[config.mk]
export PLATFORM = sky130hd
export DESIGN_NAME = load_store_unit
export DESIGN_NICKNAME = d
export VERILOG_FILES = /design/src/rtl/riscvibe_pkg.sv /design/src/rtl/lsu_align.sv /design/src/rtl/load_store_unit.sv
export SDC_FILE = /design/constraint.sdc
export NUM_CORES = 1
export LEC_CHECK = 0
export CORE_MARGIN = 2
export CORE_UTILIZATION = 41
export CTS_CLUSTER_DIAMETER = 150
export DETAILED_ROUTE_END_ITERATION = 10
export DONT_BUFFER_PORTS = 1
export PLACE_DENSITY = 0.56
export SYNTH_ARGS = -nofsm -noshare
export SYNTH_HDL_FRONTEND = slang
export SYNTH_SLANG_ARGS = --single-unit
export TNS_END_PERCENT = 10
[constraint.sdc]
create_clock -name clk -period 6.98 [get_ports clk]
set_clock_uncertainty 0.2 [all_clocks]
set_input_delay 2.094 -clock clk [delete_from_list [all_inputs] [get_ports clk]]
set_output_delay 2.094 -clock clk [all_outputs]
set_load 0.03 [all_outputs]
[src/rtl/riscvibe_pkg.sv]
// ---------------------------------------------------------------------------
// riscvibe_pkg
// Shared types and helpers for the load/store unit.
//   lsu_state_t      : LSU control states (IDLE, REQ, WAIT, RESP)
//   LSU_*            : funct3 memory-width encodings
//   lsu_width_legal  : 1 when the width is allowed for the access direction
//   lsu_misaligned   : 1 when the low address bits violate natural alignment
//   lsu_align_offset : low address bits with the misaligned part forced to 0
// ---------------------------------------------------------------------------
package riscvibe_pkg;

   typedef enum logic [1:0] {
      IDLE = 2'd0,
      REQ  = 2'd1,
      WAIT = 2'd2,
      RESP = 2'd3
   } lsu_state_t;

   localparam logic [2:0] LSU_B  = 3'b000;
   localparam logic [2:0] LSU_H  = 3'b001;
   localparam logic [2:0] LSU_W  = 3'b010;
   localparam logic [2:0] LSU_BU = 3'b100;
   localparam logic [2:0] LSU_HU = 3'b101;

   // Unsigned loads exist only for loads; stores of BU/HU are illegal.
   function automatic logic lsu_width_legal(input logic write, input logic [2:0] width);
      logic legal;
      case (width)
         LSU_B, LSU_H, LSU_W: legal = 1'b1;
         LSU_BU, LSU_HU:      legal = ~write;
         default:             legal = 1'b0;
      endcase
      return legal;
   endfunction

   function automatic logic lsu_misaligned(input logic [2:0] width, input logic [1:0] offset);
      logic mis;
      case (width)
         LSU_H, LSU_HU: mis = offset[0];
         LSU_W:         mis = |offset;
         default:       mis = 1'b0;
      endcase
      return mis;
   endfunction

   function automatic logic [1:0] lsu_align_offset(input logic [2:0] width, input logic [1:0] offset);
      logic [1:0] aligned;
      case (width)
         LSU_H, LSU_HU: aligned = {offset[1], 1'b0};
         LSU_W:         aligned = 2'b00;
         default:       aligned = offset;
      endcase
      return aligned;
   endfunction

endpackage

[src/rtl/lsu_align.sv]
// ---------------------------------------------------------------------------
// lsu_align
// Combinational lane logic of the load/store unit.
//   width      in  3  funct3 memory width
//   offset     in  2  byte offset inside the word
//   store_data in  32 raw store data
//   load_word  in  32 raw bus read word
//   be         out 4  byte enables
//   lane_data  out 32 store data replicated across the lanes
//   load_data  out 32 extracted and sign/zero-extended load data
// ---------------------------------------------------------------------------
module lsu_align
   import riscvibe_pkg::*;
(
   input  logic [2:0]  width,
   input  logic [1:0]  offset,
   input  logic [31:0] store_data,
   input  logic [31:0] load_word,
   output logic [3:0]  be,
   output logic [31:0] lane_data,
   output logic [31:0] load_data
);

   logic [31:0] shifted_s;

   // Lane selection, replication and extension per access width
   always_comb begin
      shifted_s = load_word >> {offset, 3'b000};
      be        = 4'b0000;
      lane_data = 32'd0;
      load_data = 32'd0;
      case (width)
         LSU_B: begin
            be        = 4'b0001 << offset;
            lane_data = {4{store_data[7:0]}};
            load_data = {{24{shifted_s[7]}}, shifted_s[7:0]};
         end
         LSU_BU: begin
            be        = 4'b0001 << offset;
            lane_data = {4{store_data[7:0]}};
            load_data = {24'd0, shifted_s[7:0]};
         end
         LSU_H: begin
            be        = 4'b0011 << {offset[1], 1'b0};
            lane_data = {2{store_data[15:0]}};
            load_data = {{16{shifted_s[15]}}, shifted_s[15:0]};
         end
         LSU_HU: begin
            be        = 4'b0011 << {offset[1], 1'b0};
            lane_data = {2{store_data[15:0]}};
            load_data = {16'd0, shifted_s[15:0]};
         end
         LSU_W: begin
            be        = 4'b1111;
            lane_data = store_data;
            load_data = shifted_s;
         end
         default: begin
            be        = 4'b0000;
            lane_data = 32'd0;
            load_data = 32'd0;
         end
      endcase
   end

endmodule

[src/rtl/load_store_unit.sv]
// ---------------------------------------------------------------------------
// load_store_unit
// Multi-cycle request/response data-memory port between the execute stage
// and an external data bus. One access at a time; the core is stalled until
// the response pulse.
//   clk, rst_n (synchronous, active-low)
//   req_valid/req_write/req_addr/req_wdata/req_width/flush : core request
//   stall                                                   : core hold
//   rsp_valid/rsp_rdata/rsp_err                             : core response
//   bus_req_valid/ready/write/addr/wdata/be                 : bus request
//   bus_rsp_valid/rdata/err                                 : bus response
// Parameter TIMEOUT_CYCLES: WAIT cycles before a forced error (0 = never).
// Macro RISCVIBE_LSU_MISALIGN_TRAP_EN: misaligned accesses return an error
// without a bus transaction; otherwise they are aligned down.
// ---------------------------------------------------------------------------
module load_store_unit
   import riscvibe_pkg::*;
#(
   parameter int TIMEOUT_CYCLES = 255
) (
   input  logic        clk,
   input  logic        rst_n,
   input  logic        req_valid,
   input  logic        req_write,
   input  logic [31:0] req_addr,
   input  logic [31:0] req_wdata,
   input  logic [2:0]  req_width,
   input  logic        flush,
   output logic        stall,
   output logic        rsp_valid,
   output logic [31:0] rsp_rdata,
   output logic        rsp_err,
   output logic        bus_req_valid,
   input  logic        bus_req_ready,
   output logic        bus_req_write,
   output logic [31:0] bus_req_addr,
   output logic [31:0] bus_req_wdata,
   output logic [3:0]  bus_req_be,
   input  logic        bus_rsp_valid,
   input  logic [31:0] bus_rsp_rdata,
   input  logic        bus_rsp_err
);

   localparam logic [31:0] TIMEOUT_LIMIT = 32'(TIMEOUT_CYCLES);

   lsu_state_t  state_r;
   lsu_state_t  state_nxt_s;
   logic        write_r;
   logic [31:0] addr_r;
   logic [31:0] wdata_r;
   logic [2:0]  width_r;
   logic [31:0] rdata_r;
   logic        err_r;
   logic [31:0] wait_cnt_r;
   logic        accept_s;
   logic        reject_s;
   logic        timeout_s;
   logic [1:0]  offset_s;
   logic [3:0]  be_s;
   logic [31:0] lane_s;
   logic [31:0] load_s;

   // Request classification and timeout detection
   always_comb begin
      accept_s  = req_valid & ~flush;
      // The counter holds completed WAIT cycles, so the limit is hit during
      // the TIMEOUT_CYCLES-th WAIT cycle.
      timeout_s = (TIMEOUT_LIMIT != 32'd0) && ((wait_cnt_r + 32'd1) >= TIMEOUT_LIMIT);
`ifdef RISCVIBE_LSU_MISALIGN_TRAP_EN
      reject_s  = ~lsu_width_legal(req_write, req_width) | lsu_misaligned(req_width, req_addr[1:0]);
      offset_s  = req_addr[1:0];
`else
      reject_s  = ~lsu_width_legal(req_write, req_width);
      offset_s  = lsu_align_offset(req_width, req_addr[1:0]);
`endif
   end

   lsu_align u_align (
      .width      (width_r),
      .offset     (addr_r[1:0]),
      .store_data (wdata_r),
      .load_word  (bus_rsp_rdata),
      .be         (be_s),
      .lane_data  (lane_s),
      .load_data  (load_s)
   );

   // State register
   always_ff @(posedge clk) begin
      if (!rst_n) begin
         state_r <= IDLE;
      end else begin
         state_r <= state_nxt_s;
      end
   end

   // Next-state logic, stall and bus request outputs
   always_comb begin
      state_nxt_s   = state_r;
      stall         = 1'b0;
      rsp_valid     = 1'b0;
      bus_req_valid = 1'b0;
      bus_req_write = 1'b0;
      bus_req_addr  = 32'd0;
      bus_req_wdata = 32'd0;
      bus_req_be    = 4'b0000;
      case (state_r)
         IDLE: begin
            stall = accept_s;
            if (accept_s) begin
               if (reject_s) begin
                  state_nxt_s = RESP;
               end else begin
                  state_nxt_s = REQ;
               end
            end else begin
               state_nxt_s = IDLE;
            end
         end
         REQ: begin
            stall         = 1'b1;
            bus_req_valid = 1'b1;
            bus_req_write = write_r;
            bus_req_addr  = {addr_r[31:2], 2'b00};
            bus_req_wdata = lane_s;
            bus_req_be    = be_s;
            if (bus_req_ready) begin
               state_nxt_s = WAIT;
            end else begin
               state_nxt_s = REQ;
            end
         end
         WAIT: begin
            stall = 1'b1;
            if (bus_rsp_valid || timeout_s) begin
               state_nxt_s = RESP;
            end else begin
               state_nxt_s = WAIT;
            end
         end
         RESP: begin
            rsp_valid   = 1'b1;
            state_nxt_s = IDLE;
         end
         default: begin
            state_nxt_s = IDLE;
         end
      endcase
   end

   // Latched request, timeout counter and registered response data
   always_ff @(posedge clk) begin
      if (!rst_n) begin
         write_r    <= 1'b0;
         addr_r     <= 32'd0;
         wdata_r    <= 32'd0;
         width_r    <= 3'b000;
         rdata_r    <= 32'd0;
         err_r      <= 1'b0;
         wait_cnt_r <= 32'd0;
      end else begin
         case (state_r)
            IDLE: begin
               if (accept_s) begin
                  write_r <= req_write;
                  addr_r  <= {req_addr[31:2], offset_s};
                  wdata_r <= req_wdata;
                  width_r <= req_width;
                  err_r   <= reject_s;
                  rdata_r <= 32'd0;
               end
            end
            REQ: begin
               if (bus_req_ready) begin
                  wait_cnt_r <= 32'd0;
               end
            end
            WAIT: begin
               // A response in the timeout cycle takes priority.
               if (bus_rsp_valid) begin
                  err_r   <= bus_rsp_err;
                  rdata_r <= (bus_rsp_err | write_r) ? 32'd0 : load_s;
               end else if (timeout_s) begin
                  err_r   <= 1'b1;
                  rdata_r <= 32'd0;
               end else if (wait_cnt_r != TIMEOUT_LIMIT) begin
                  wait_cnt_r <= wait_cnt_r + 32'd1;
               end
            end
            RESP: begin
               err_r   <= 1'b0;
               rdata_r <= 32'd0;
            end
            default: begin
               err_r   <= 1'b0;
               rdata_r <= 32'd0;
            end
         endcase
      end
   end

   assign rsp_rdata = rdata_r;
   assign rsp_err   = err_r;

endmodule

* After elaboration in Yosys (flattened, before gate mapping)
Cells that the tools add are included.
** Operators by class
- Add/sub/neg operators :: 1
- $mul :: 0
- Divide/modulo/power cells :: 0
- Magnitude comparators :: 1
- Equality and inequality tests :: 18
- Shift operators :: 3
- Multiplexer cells :: 31
- Bitwise gates (word level) :: 5
- Reduce and logical (&&, ||, !) cells :: 15
** Operators with widths (count)
- two-way mux 32 bit :: 10
- one-hot mux 32 bit (3 select lines) :: 2
- one-hot mux 32 bit (5 select lines) :: 1
- one-hot mux 32 bit (2 select lines) :: 1
- adder 32 x 1 -> 32 bit, second input constant :: 1
- greater-or-equal comparator 32 x 8 -> 1 bit, second input constant :: 1
- inequality test 32 x 8 -> 1 bit, second input constant :: 1
- >> shifter 32 x 5 -> 32 bit :: 1
- equality test 3 bit, second input constant :: 4
- one-hot mux 4 bit (3 select lines) :: 1
- inequality test 2 bit, second input constant :: 5
- OR reduction 2 bit :: 5
- one-hot mux 2 bit (4 select lines) :: 1
- two-way mux 1 bit :: 7
- equality test 3 x 1 -> 1 bit, second input constant :: 2
- equality test 3 x 2 -> 1 bit, second input constant :: 2
- logical NOT 3 bit :: 2
- two-way mux 2 bit :: 3
- AND reduction 5 bit :: 1
- equality test 2 bit, second input constant :: 2
- two-way mux 4 bit :: 1
- one-hot mux 1 bit (2 select lines) :: 2
- one-hot mux 2 bit (2 select lines) :: 1
- left shift 1 x 2 -> 4 bit, first input constant :: 1
- other kinds (14) :: 16
** Storage, ports and cells
- Bits in registers :: 135
- Bits in latches :: 0
- Memory bits (writable) :: 0
- Bits in read-only memories :: 0
- Output and inout bits :: 105
- Logic and storage cells :: 82
- Memories :: 0

* Depth between registers and ports, before layout
Gate-level depths: netlist of the first run.
- Depth in word-level cells :: 6
- Mapped depth :: 12

* By module
A second synthesis of the first run with hierarchy kept.
** Second synthesis, totals
- Cells, all modules :: 965
- Area, all modules :: 7310.8 µm²
** By module, submodules not included
- load_store_unit :: instances 1, cells an instance 763, area each 6123.4 µm², sequential area each 2702.6 µm²
- lsu_align :: instances 1, cells an instance 202, area each 1187.4 µm², sequential area each 0.0 µm²

* Worst setup path after synthesis of the first run
No wires, ideal clock.
- Path type :: in2out
- From :: input flush
- To :: output stall
- Arrival :: 3324 ps
- Path slack :: 1362 ps
- Stages on the path :: 5
- Cell sequence :: and3b_1 clkbuf_1 clkbuf_1 nor2_1 nor2_1
** On the way
- Cells in the longest elaborated chain, start to end :: 3
** Ends and longest elaborated chain
- start: declaration :: RTL line load_store_unit.sv:28 : input logic flush,
- inverter 1 bit :: RTL line load_store_unit.sv:65 : accept_s = req_valid & ~flush;
- AND 1 bit :: RTL line load_store_unit.sv:65
- one-hot mux 1 bit (2 select lines) :: RTL line load_store_unit.sv:107 : case (state_r)
- end: declaration :: RTL line load_store_unit.sv:29 : output logic stall,
Every way passes these cells.

* Worst setup path in the final report of the first run
- From :: register width_r[0]
- To :: output bus_req_wdata[28]
** On the way
- Cells in the longest elaborated chain, start to end :: 4
- Elaborated cells between the ends (all ways) :: 9
** Ends and longest elaborated chain
- start: declaration :: RTL line load_store_unit.sv:51 : logic [2:0] width_r;
- start signal: assignment :: RTL line load_store_unit.sv:168 : width_r <= req_width;
- equality test 3 x 1 -> 1 bit (tied with other cells) :: RTL line lsu_align.sv:32 : case (width)
- OR reduction 2 bit (no line)
- one-hot mux 32 bit (3 select lines) * :: RTL line lsu_align.sv:32
- two-way mux 32 bit * :: RTL line load_store_unit.sv:107
- end: declaration :: RTL line load_store_unit.sv:37 : output logic [31:0] bus_req_wdata,
Mark *: on every way between the ends. The rest lies on a longest branch, timed or not.

==> results of run 1 <==
worst reg2reg max path: cells and delay by family, from the launching register on:
kind	cells	cell delay, ns
fa+ha+maj	1	0.35
simple gates	5	1.83
flops	1	0.47
compound gates	3	1.28
registers in the layout, indices dropped and copies added, names as in the netlist:
register / count
state_r: 2
wait_cnt_r: 32
rsp_rdata: 32
write_r: 1
width_r: 3
wdata_r: 32
rsp_err: 1
addr_r: 32
layer usage:
layer	routed length, um	up-vias	share of wire (%)
met5	0	-	0
met4	260	0	1.3
met3	1987	27	9.8
met2	9213	235	45
met1	8910	2933	44
li1	-	3191	-
cells in the final DEF (no fill, tap or decap), types with 5 or more instances in the layout:
cell type	count
sky130_fd_sc_hd__nand2_1	234
sky130_fd_sc_hd__dfxtp_1	135
sky130_fd_sc_hd__a21oi_1	115
sky130_fd_sc_hd__nor2_1	70
sky130_fd_sc_hd__mux2i_1	50
sky130_fd_sc_hd__and2_1	41
sky130_fd_sc_hd__o21ai_0	32
sky130_fd_sc_hd__inv_1	30
sky130_fd_sc_hd__clkbuf_16	17
sky130_fd_sc_hd__nor2b_1	16
sky130_fd_sc_hd__nand3_1	16
sky130_fd_sc_hd__and3_1	15
sky130_fd_sc_hd__nand2b_1	11
sky130_fd_sc_hd__nor3_1	11
sky130_fd_sc_hd__nand4_1	11
sky130_fd_sc_hd__xnor2_1	10
sky130_fd_sc_hd__a21boi_0	9
sky130_fd_sc_hd__a31oi_1	9
sky130_fd_sc_hd__o211ai_1	9
sky130_fd_sc_hd__buf_4	9
sky130_fd_sc_hd__mux2_2	8
sky130_fd_sc_hd__and4_1	5
sky130_fd_sc_hd__nor4_1	5
sky130_fd_sc_hd__ha_1	5
power by group through the flow:
stage	Sequential [W]	Clock [W]	Combinational, W
floorplan	0.000818	0	0.000142
global placement	0.000828	0	0.000158
detailed placement	0.000829	0	0.000159
CTS	0.000812	0.000910	0.000159
global route	0.000814	0.000943	0.000176
finish	0.000812	0.000889	0.000158
synthesized netlist by cell type (3+ instances only):
cell / instances
sky130_fd_sc_hd__nand2_1: 234
sky130_fd_sc_hd__dfxtp_1: 135
sky130_fd_sc_hd__a21oi_1: 115
sky130_fd_sc_hd__nor2_1: 70
sky130_fd_sc_hd__clkbuf_1: 52
sky130_fd_sc_hd__mux2i_1: 50
sky130_fd_sc_hd__and2_1: 41
sky130_fd_sc_hd__o21ai_0: 32
sky130_fd_sc_hd__inv_1: 30
sky130_fd_sc_hd__nand3_1: 16
sky130_fd_sc_hd__nor2b_1: 16
sky130_fd_sc_hd__and3_1: 15
sky130_fd_sc_hd__buf_4: 11
sky130_fd_sc_hd__nand2b_1: 11
sky130_fd_sc_hd__nand4_1: 11
sky130_fd_sc_hd__nor3_1: 11
sky130_fd_sc_hd__xnor2_1: 10
sky130_fd_sc_hd__a21boi_0: 9
sky130_fd_sc_hd__a31oi_1: 9
sky130_fd_sc_hd__o211ai_1: 9
sky130_fd_sc_hd__mux2_2: 8
sky130_fd_sc_hd__ha_1: 6
sky130_fd_sc_hd__and4_1: 5
sky130_fd_sc_hd__nor4_1: 5
sky130_fd_sc_hd__o21a_1: 4
sky130_fd_sc_hd__o31ai_1: 4
sky130_fd_sc_hd__or3_1: 4
sky130_fd_sc_hd__buf_1: 3
sky130_fd_sc_hd__buf_12: 3
sky130_fd_sc_hd__o22ai_1: 3
area by class of cell:
class / count / area [um^2]
inverters: 31 / 116.4
clock buffers: 18 / 429.2
well taps: 225 / 281.5
multi-input cells: 735 / 4089
repair buffers: 9 / 67.56
fillers: 1783 / 9460
clock inverters: 14 / 150.1
flip-flops and latches: 135 / 2703
worst paths after layout:
check / cells after the start / to / slack [ns]
worst min register to register: 2 / addr_r[8] / 0.25
worst max register to register: 9 / wait_cnt_r[4] / 2.69
worst min-delay path: 2 / addr_r[8] / 0.25
worst max-delay path: 4 / bus_req_wdata[28] / 1.63
kinds of logic (layout without fill, tap and decap cells):
| logic type | Yosys count | after routing |
|---|---|---|
| simple gates | 454 | 454 |
| buf+inv | 103 | 72 |
| mux | 58 | 58 |
| xor+xnor | 10 | 10 |
| fa+ha+maj | 6 | 6 |
| other cells | 1 | 2 |
| compound gates | 205 | 205 |
| flops | 135 | 135 |
stage by stage:
| stage | hold slack, ns | area [um^2] | util, % |
|---|---|---|---|
| finish | 0.2496 | 7836 | 45.31 |
| global route | 0.2689 | 7836 | 45.31 |
| CTS | 0.2511 | 7836 | 45.31 |
| detailed placement | 0.2418 | 7257 | 41.96 |
| global placement | 0.2383 | 7257 | 41.96 |
| floorplan | 0.2317 | 7262 | - |
==> flow_summary.html, run 1 <==
<table>
<tr><th>Metric</th><th>Value</th></tr>
<tr><th colspan="2">Worst setup path</th></tr>
<tr><td>WS Path Type</td><td>flip-flop to primary output</td></tr>
<tr><td>Arrival time of data at the critical path endpoint</td><td>3.06 ns</td></tr>
<tr><td>Kind of cell adding the most delay to the critical path</td><td>simple AND/OR/NAND/NOR gates</td></tr>
<tr><td>Worst-path maximum fanout</td><td>21</td></tr>
<tr><td>Cell-by-cell trace of the critical path</td><td>inv_1 -&gt; nor2_1 -&gt; a21oi_1 -&gt; nor2_1</td></tr>
<tr><td>Highest-delay cell along the critical path</td><td>sky130_fd_sc_hd__nor2_1</td></tr>
<tr><td>Worst reg2reg startpoint</td><td>wait_cnt_r[1]</td></tr>
<tr><td>Start point of the critical path</td><td>width_r[0]</td></tr>
<tr><td>Buf/Inv on CP</td><td>1</td></tr>
<tr><td>Cell with the most instances on the worst path</td><td>sky130_fd_sc_hd__nor2_1</td></tr>
<tr><td>Startpoint Class</td><td>flip-flop</td></tr>
<tr><td>Endpoint type of the worst setup path</td><td>primary output</td></tr>
<tr><td>Highest cell delay on the worst timing path</td><td>0.93 ns</td></tr>
<tr><td>CP Data Required Time</td><td>4.69 ns</td></tr>
<tr><th colspan="2">Finish</th></tr>
<tr><td>Layout cells sized above 1</td><td>6.369%</td></tr>
<tr><td># diodes</td><td>0</td></tr>
<tr><td>Area added between synthesis and finish</td><td>7.964%</td></tr>
<tr><td>Finished Layout Cells</td><td>1167</td></tr>
<tr><td>Nets</td><td>1042</td></tr>
<tr><th colspan="2">Timing</th></tr>
<tr><td>Slew at the pin closest to its max-slew limit</td><td>1.162 ns</td></tr>
<tr><td>Final hold violations</td><td>0</td></tr>
<tr><td>Remaining max-slew budget at the tightest pin</td><td>22.23%</td></tr>
<tr><td>Final setup viols</td><td>0</td></tr>
<tr><td>Min Tclk post-route</td><td>5.355 ns</td></tr>
<tr><td>RSZ-0062 raised after global routing</td><td>no</td></tr>
<tr><td>Post-Route Setup TNS</td><td>0 ns</td></tr>
<tr><td>Number of max-slew violations in the final report</td><td>0</td></tr>
<tr><td>Post-route setup slack</td><td>1.625 ns</td></tr>
<tr><td>Period utilization</td><td>76.71%</td></tr>
<tr><td>Top achievable clock speed</td><td>0.1868 GHz</td></tr>
<tr><th colspan="2">Synthesis</th></tr>
<tr><td>Cell type with the highest aggregate area in the netlist</td><td>sky130_fd_sc_hd__dfxtp_1</td></tr>
<tr><td>Unique cell type count in the Yosys netlist</td><td>59</td></tr>
<tr><td>Dominant combinational cell family by area after synthesis</td><td>simple AND/OR/NAND/NOR gates</td></tr>
<tr><td>Synth Area in XOR/XNOR</td><td>1.207%</td></tr>
<tr><td>Synth area leaders</td><td>sky130_fd_sc_hd__dfxtp_1, sky130_fd_sc_hd__nand2_1, sky130_fd_sc_hd__a21oi_1</td></tr>
<tr><td>Basic-gate share of the synthesized area counting and, or, nand and nor cells</td><td>29.32%</td></tr>
<tr><td>Synth Area per Inst</td><td>7.467 um^2</td></tr>
<tr><td>EDFF count, synth</td><td>0</td></tr>
<tr><td>Number of instances in the synthesized netlist</td><td>972</td></tr>
<tr><td>Post-synthesis adder-cell area fraction</td><td>1.034%</td></tr>
<tr><td>Seq cells post-synth</td><td>135</td></tr>
<tr><td>Multiplexer area fraction after synthesis</td><td>8.137%</td></tr>
<tr><td>Cell area after technology mapping</td><td>7258 um^2</td></tr>
<tr><td>Share of the synthesized area in compound gates (AO/OA/AOI/OAI)</td><td>16.39%</td></tr>
<tr><td>Share of the synthesized area in the top cell type</td><td>37.23%</td></tr>
<tr><td>Register area share after synthesis</td><td>37.23%</td></tr>
<tr><td>Fraction of registers with async set/reset</td><td>0%</td></tr>
<tr><td>Warnings from Yosys</td><td>0</td></tr>
<tr><td>Most instantiated flip-flop cell in the synthesis netlist</td><td>sky130_fd_sc_hd__dfxtp_1</td></tr>
<tr><th colspan="2">Job</th></tr>
<tr><td>Number of violations of the max-capacitance limit</td><td>0</td></tr>
<tr><th colspan="2">Floorplan</th></tr>
<tr><td>Vert. Die Dim</td><td>137.1 um</td></tr>
<tr><td>Die footprint</td><td>18780 um^2</td></tr>
<tr><td>Core region area</td><td>17300 um^2</td></tr>
<tr><td>Number of I/O pins</td><td>212</td></tr>
<tr><td>Placement Rows</td><td>48</td></tr>
<tr><td>Overall die width</td><td>137.1 um</td></tr>
<tr><td>Starting Density</td><td>41.96%</td></tr>
<tr><th colspan="2">Routing</th></tr>
<tr><td>DRC violation count after routing</td><td>0</td></tr>
<tr><td>Average wire per cell in the routed design</td><td>17.46 um</td></tr>
<tr><td>Remaining antenna violation count</td><td>0</td></tr>
<tr><td>Initial DRC count</td><td>454</td></tr>
<tr><td>Drt pass-1 iters</td><td>5</td></tr>
<tr><td>Total Routed Length</td><td>20370 um</td></tr>
<tr><td>Via count</td><td>6386</td></tr>
<tr><td>Vias per inst</td><td>5.472</td></tr>
<tr><th colspan="2">Clock tree</th></tr>
<tr><td>Inserted Clock Buffers</td><td>17</td></tr>
<tr><td>Post-CTS resize count</td><td>0</td></tr>
<tr><td>Buffers inserted by post-CTS timing repair</td><td>0</td></tr>
<tr><td>Clock-pin slew on the worst setup and hold paths</td><td>0.07 ns</td></tr>
<tr><td>Maximum clock path buffer count</td><td>2</td></tr>
<tr><td>Clk sink count</td><td>135</td></tr>
<tr><td>CTS hold repair buffers</td><td>0</td></tr>
<tr><td>Clock root buffer</td><td>sky130_fd_sc_hd__clkbuf_16</td></tr>
<tr><td>Clock tree from TritonCTS</td><td>done</td></tr>
<tr><td>Clk Latency, worst-skew pair</td><td>0.42 ns</td></tr>
<tr><td>Htree depth</td><td>4</td></tr>
<tr><th colspan="2">GRT</th></tr>
<tr><td>Maximum number of pins on one net before global-route repair</td><td>72</td></tr>
<tr><td>Busiest metal layer after global routing</td><td>met2</td></tr>
<tr><td>Met3 Track Usage GR</td><td>8.333%</td></tr>
<tr><td>Initial antenna violation count</td><td>0</td></tr>
<tr><td>Global route total overflow</td><td>0</td></tr>
<tr><td>Met1 global-route usage</td><td>28.35%</td></tr>
<tr><td>GR met2 Demand/Resource</td><td>32.81%</td></tr>
<tr><td>Via count of the first global-routing pass</td><td>5999</td></tr>
<tr><td>Overall track demand over capacity in global routing</td><td>21.60%</td></tr>
<tr><td>First-pass GRT wire length</td><td>31970 um</td></tr>
<tr><th colspan="2">Placed design</th></tr>
<tr><td>Post-placement worst setup slack</td><td>1.902 ns</td></tr>
<tr><td>Final weighted congestion in routability-driven placement</td><td>0.8159</td></tr>
<tr><td>Count of placed standard cells including taps</td><td>1135</td></tr>
<tr><td>HPWL after DPL</td><td>14190 um</td></tr>
<tr><td>Port-buffer cells</td><td>0</td></tr>
<tr><th colspan="2">Power</th></tr>
<tr><td>Sw Ratio</td><td>26.28%</td></tr>
<tr><td>Internal power summed over all cells</td><td>0.001370 W</td></tr>
<tr><td>Fraction of power consumed by combinational cells</td><td>8.5%</td></tr>
<tr><td>Total power per unit cell area</td><td>237.1 nW/um^2</td></tr>
<tr><td>Maximum vdd drop</td><td>0.0001638 V</td></tr>
<tr><td>Switching power of the nets</td><td>0.0004884 W</td></tr>
<tr><td>Share of total power in sequential cells</td><td>43.7%</td></tr>
<tr><td>PnR Total Power</td><td>0.001858 W</td></tr>
<tr><td>Leakage Power</td><td>2.772 nW</td></tr>
<tr><td>Share of power burned in the clock network</td><td>47.8%</td></tr>
<tr><th colspan="2">Min path</th></tr>
<tr><td>Tightest Hold Check Type</td><td>flip-flop to flip-flop</td></tr>
<tr><td>Hold path startpoint</td><td>addr_r[8]</td></tr>
<tr><th colspan="2">Run status</th></tr>
<tr><td>Result of the run</td><td>finished, final reports clean</td></tr>
</table>
Note: power is estimated with default switching activity, not from simulation.
==> inputs of run 2 (changes only) <==
--- a/config.mk
+++ b/config.mk
@@ -10,7 +10,7 @@
 export CTS_CLUSTER_DIAMETER = 150
 export DETAILED_ROUTE_END_ITERATION = 10
 export DONT_BUFFER_PORTS = 1
-export PLACE_DENSITY = 0.56
+export PLACE_DENSITY = 0.58
 export SYNTH_ARGS = -nofsm -noshare
 export SYNTH_HDL_FRONTEND = slang
 export SYNTH_SLANG_ARGS = --single-unit
==> constraint.sdc (replaced) <==
create_clock -name clk -period 4.5 [get_ports clk]
set_clock_uncertainty 0.2 [all_clocks]
set_input_delay 1.35 -clock clk [delete_from_list [all_inputs] [get_ports clk]]
set_output_delay 1.35 -clock clk [all_outputs]
set_load 0.03 [all_outputs]
==> run 2 against run 1 <==
Compared with the run above: register-to-register slack got worse by 1.9 ns; largest power group unchanged; critical path type unchanged; worst hold slack improved by 0.00091 ns; sequential power increased by 54%; total power increased by 59%; sequential cell count unchanged; critical path depth increased by 1; global-route usage decreased by 0.14 points; utilization increased by 1.3 points; sequential share of layout area decreased by 0.98 points.
==> flow_summary.html, run 2 (synthesized netlist as in run 1, its figures left out) <==
<table>
<tr><th>Metric</th><th>Value</th></tr>
<tr><th colspan="2">Worst setup path</th></tr>
<tr><td>Depth of the most critical reg-to-reg path</td><td>10 (was 9)</td></tr>
<tr><td>Worst reg2reg startpoint</td><td>wait_cnt_r[1] (unchanged)</td></tr>
<tr><td>End of the worst register-to-register path</td><td>rsp_rdata[9] (was wait_cnt_r[4])</td></tr>
<tr><td>CP Data Required Time</td><td>2.95 ns (was 4.69 ns)</td></tr>
<tr><td>Arrival time of data at the critical path endpoint</td><td>2.39 ns (was 3.06 ns)</td></tr>
<tr><td>Worst-case register-to-register setup slack</td><td>0.80 ns (was 2.69 ns)</td></tr>
<tr><td>Startpoint Class</td><td>flip-flop (unchanged)</td></tr>
<tr><td>WS Path Type</td><td>flip-flop to primary output (unchanged)</td></tr>
<tr><td>Worst-path maximum fanout</td><td>17 (was 21)</td></tr>
<tr><td>Endpoint type of the worst setup path</td><td>primary output (unchanged)</td></tr>
<tr><th colspan="2">Floorplan</th></tr>
<tr><td>Overall die width</td><td>137.1 um (unchanged)</td></tr>
<tr><td>Number of I/O pins</td><td>212 (unchanged)</td></tr>
<tr><td>Placement Rows</td><td>48 (unchanged)</td></tr>
<tr><td>Vert. Die Dim</td><td>137.1 um (unchanged)</td></tr>
<tr><td>Starting Density</td><td>41.96% (unchanged)</td></tr>
<tr><td>Core region area</td><td>17300 um^2 (unchanged)</td></tr>
<tr><td>Die footprint</td><td>18780 um^2 (unchanged)</td></tr>
<tr><th colspan="2">Power</th></tr>
<tr><td>Switching power of the nets</td><td>0.0007935 W (was 0.0004884 W)</td></tr>
<tr><td>Maximum vdd drop</td><td>0.0002641 V (was 0.0001638 V)</td></tr>
<tr><td>Fraction of power consumed by combinational cells</td><td>8.8% (was 8.5%)</td></tr>
<tr><td>Leakage Power</td><td>2.933 nW (was 2.772 nW)</td></tr>
<tr><td>Internal power summed over all cells</td><td>0.002154 W (was 0.001370 W)</td></tr>
<tr><td>Total power per unit cell area</td><td>365.4 nW/um^2 (was 237.1 nW/um^2)</td></tr>
<tr><td>Share of power burned in the clock network</td><td>48.8% (was 47.8%)</td></tr>
<tr><td>Share of total power in sequential cells</td><td>42.4% (was 43.7%)</td></tr>
<tr><td>PnR Total Power</td><td>0.002947 W (was 0.001858 W)</td></tr>
<tr><td>Sw Ratio</td><td>26.92% (was 26.28%)</td></tr>
<tr><th colspan="2">Clock tree</th></tr>
<tr><td>Htree depth</td><td>4 (unchanged)</td></tr>
<tr><td>Clock tree from TritonCTS</td><td>done (unchanged)</td></tr>
<tr><td>Maximum clock path buffer count</td><td>2 (unchanged)</td></tr>
<tr><td>Clk Latency, worst-skew pair</td><td>0.42 ns (about the same)</td></tr>
<tr><td>Inserted Clock Buffers</td><td>17 (unchanged)</td></tr>
<tr><td>Clock-pin slew on the worst setup and hold paths</td><td>0.07 ns (about the same)</td></tr>
<tr><td>Clk sink count</td><td>135 (unchanged)</td></tr>
<tr><td>Buffers inserted by post-CTS timing repair</td><td>0 (unchanged)</td></tr>
<tr><td>Post-CTS resize count</td><td>0 (unchanged)</td></tr>
<tr><td>CTS hold repair buffers</td><td>0 (unchanged)</td></tr>
<tr><td>Clock root buffer</td><td>sky130_fd_sc_hd__clkbuf_16 (unchanged)</td></tr>
<tr><th colspan="2">Finish</th></tr>
<tr><td>Layout cells sized above 1</td><td>9.082% (was 6.369%)</td></tr>
<tr><td>Utilization after layout</td><td>46.63% (was 45.31%)</td></tr>
<tr><td>Finished Layout Cells</td><td>1194 (was 1167)</td></tr>
<tr><td># diodes</td><td>0 (unchanged)</td></tr>
<tr><td>Area added between synthesis and finish</td><td>11.12% (was 7.964%)</td></tr>
<tr><td>Leading cell type in the layout, fill and taps excluded</td><td>sky130_fd_sc_hd__nand2_1 (unchanged)</td></tr>
<tr><td>Nets</td><td>1069 (was 1042)</td></tr>
<tr><td>Commonest cells after routing, fill and taps aside</td><td>sky130_fd_sc_hd__nand2_1, sky130_fd_sc_hd__dfxtp_1, sky130_fd_sc_hd__a21oi_1, sky130_fd_sc_hd__nor2_1, sky130_fd_sc_hd__mux2i_1 (unchanged)</td></tr>
<tr><th colspan="2">Timing</th></tr>
<tr><td>Top achievable clock speed</td><td>0.2539 GHz</td></tr>
<tr><td>Final setup viols</td><td>0 (unchanged)</td></tr>
<tr><td>Post-Route Setup TNS</td><td>0 ns (unchanged)</td></tr>
<tr><td>Final hold violations</td><td>0 (unchanged)</td></tr>
<tr><td>Period utilization</td><td>87.54%</td></tr>
<tr><td>RSZ-0062 raised after global routing</td><td>no (unchanged)</td></tr>
<tr><td>Number of max-slew violations in the final report</td><td>0 (unchanged)</td></tr>
<tr><td>Remaining max-slew budget at the tightest pin</td><td>46.53% (was 22.23%)</td></tr>
<tr><td>Min Tclk post-route</td><td>3.939 ns</td></tr>
<tr><td>Worst Hold Margin</td><td>0.2505 ns (was 0.2496 ns)</td></tr>
<tr><td>Slew at the pin closest to its max-slew limit</td><td>0.8007 ns (was 1.162 ns)</td></tr>
<tr><th colspan="2">Routing</th></tr>
<tr><td>Via count</td><td>6489 (was 6386)</td></tr>
<tr><td>Vias per inst</td><td>5.435 (was 5.472)</td></tr>
<tr><td>DRC violation count after routing</td><td>0 (unchanged)</td></tr>
<tr><td>Total Routed Length</td><td>20350 um (was 20370 um)</td></tr>
<tr><td>Drt pass-1 iters</td><td>5 (unchanged)</td></tr>
<tr><td>Average wire per cell in the routed design</td><td>17.04 um (was 17.46 um)</td></tr>
<tr><td>Initial DRC count</td><td>414 (was 454)</td></tr>
<tr><td>Remaining antenna violation count</td><td>0 (unchanged)</td></tr>
<tr><th colspan="2">Placed design</th></tr>
<tr><td>Final weighted congestion in routability-driven placement</td><td>0.8640 (was 0.8159)</td></tr>
<tr><td>Count of placed standard cells including taps</td><td>1162 (was 1135)</td></tr>
<tr><td>HPWL after DPL</td><td>14480 um (was 14190 um)</td></tr>
<tr><td>Port-buffer cells</td><td>0 (unchanged)</td></tr>
<tr><th colspan="2">Min path</th></tr>
<tr><td>Depth of the worst hold-timing path</td><td>2 (unchanged)</td></tr>
<tr><td>Tightest Hold Check Type</td><td>flip-flop to flip-flop (unchanged)</td></tr>
<tr><td>Hold path startpoint</td><td>addr_r[25] (was addr_r[8])</td></tr>
<tr><td>Endpoint with the worst hold slack</td><td>addr_r[25] (was addr_r[8])</td></tr>
<tr><th colspan="2">GRT</th></tr>
<tr><td>Global route total overflow</td><td>0 (unchanged)</td></tr>
<tr><td>Maximum number of pins on one net before global-route repair</td><td>71 (was 72)</td></tr>
<tr><td>Initial antenna violation count</td><td>0 (unchanged)</td></tr>
<tr><td>Via count of the first global-routing pass</td><td>5961 (was 5999)</td></tr>
<tr><td>First-pass GRT wire length</td><td>31650 um (was 31970 um)</td></tr>
<tr><td>Overall track demand over capacity in global routing</td><td>21.47% (was 21.60%)</td></tr>
<tr><th colspan="2">Run status</th></tr>
<tr><td>Result of the run</td><td>finished, final reports clean (unchanged)</td></tr>
<tr><th colspan="2">Job</th></tr>
<tr><td>Number of violations of the max-capacitance limit</td><td>0 (unchanged)</td></tr>
</table>
-- run 2: how the worst max path moves through the flow --
stage	cells after the start	startpoint	slack, ns	end
2_1_floorplan	5	flush	0.37	stall
3_3_place_gp	10	wait_cnt_r[1]	0.93	wait_cnt_r[26]
3_5_place_dp	10	wait_cnt_r[1]	0.82	wait_cnt_r[26]
4_1_cts	5	width_r[1]	0.54	bus_req_wdata[17]
5_1_grt	5	width_r[1]	0.31	bus_req_wdata[23]
6_report	5	width_r[1]	0.56	bus_req_wdata[23]
-- run 2: cell type report --
type	count	area (um^2)
Clock inverter	15	180.2
Tap cell	225	281.5
Sequential cell	135	2703
Multi-Input combinational cell	735	4089
Fill cell	1782	9231
Clock buffer	17	425.4
Inverter	31	116.4
Timing Repair Buffer	36	270.3
-- run 2: worst max-delay path, stage by stage, from the launching register on --
cell and delay [ns]:
sky130_fd_sc_hd__dfxtp_1 0.60, sky130_fd_sc_hd__nor2b_1 0.24, sky130_fd_sc_hd__and2_0 0.58, sky130_fd_sc_hd__nand2_1 0.12
sky130_fd_sc_hd__a21boi_0 0.23, sky130_fd_sc_hd__buf_4 0.20
-- run 2: metrics by stage --
stage	worst slack [ns]	instance area, um^2
after floorplan	0.3697	7262
after global placement	0.9266	7460
after detailed placement	0.8178	7460
after CTS	0.5420	8065
after global routing	0.3107	8065
final	0.5608	8065
-- run 2: power groups by stage --
stage	combinational [W]	sequential (W)	clock, W
final	0.000259	0.00125	0.00144
after CTS	0.000261	0.00125	0.00147
after global placement	0.000260	0.00128	0
after floorplan	0.000220	0.00127	0
after detailed placement	0.000260	0.00128	0
after global routing	0.000289	0.00125	0.00153
-- run 2: layer usage --
metal / routed length, um / share of wire [%] / track usage (%)
met1: 8924 / 44 / 28.26
met2: 9057 / 45 / 31.98
met3: 2074 / 10 / 8.556
met4: 293 / 1.4 / 6.987
met5: 0 / 0 / 0
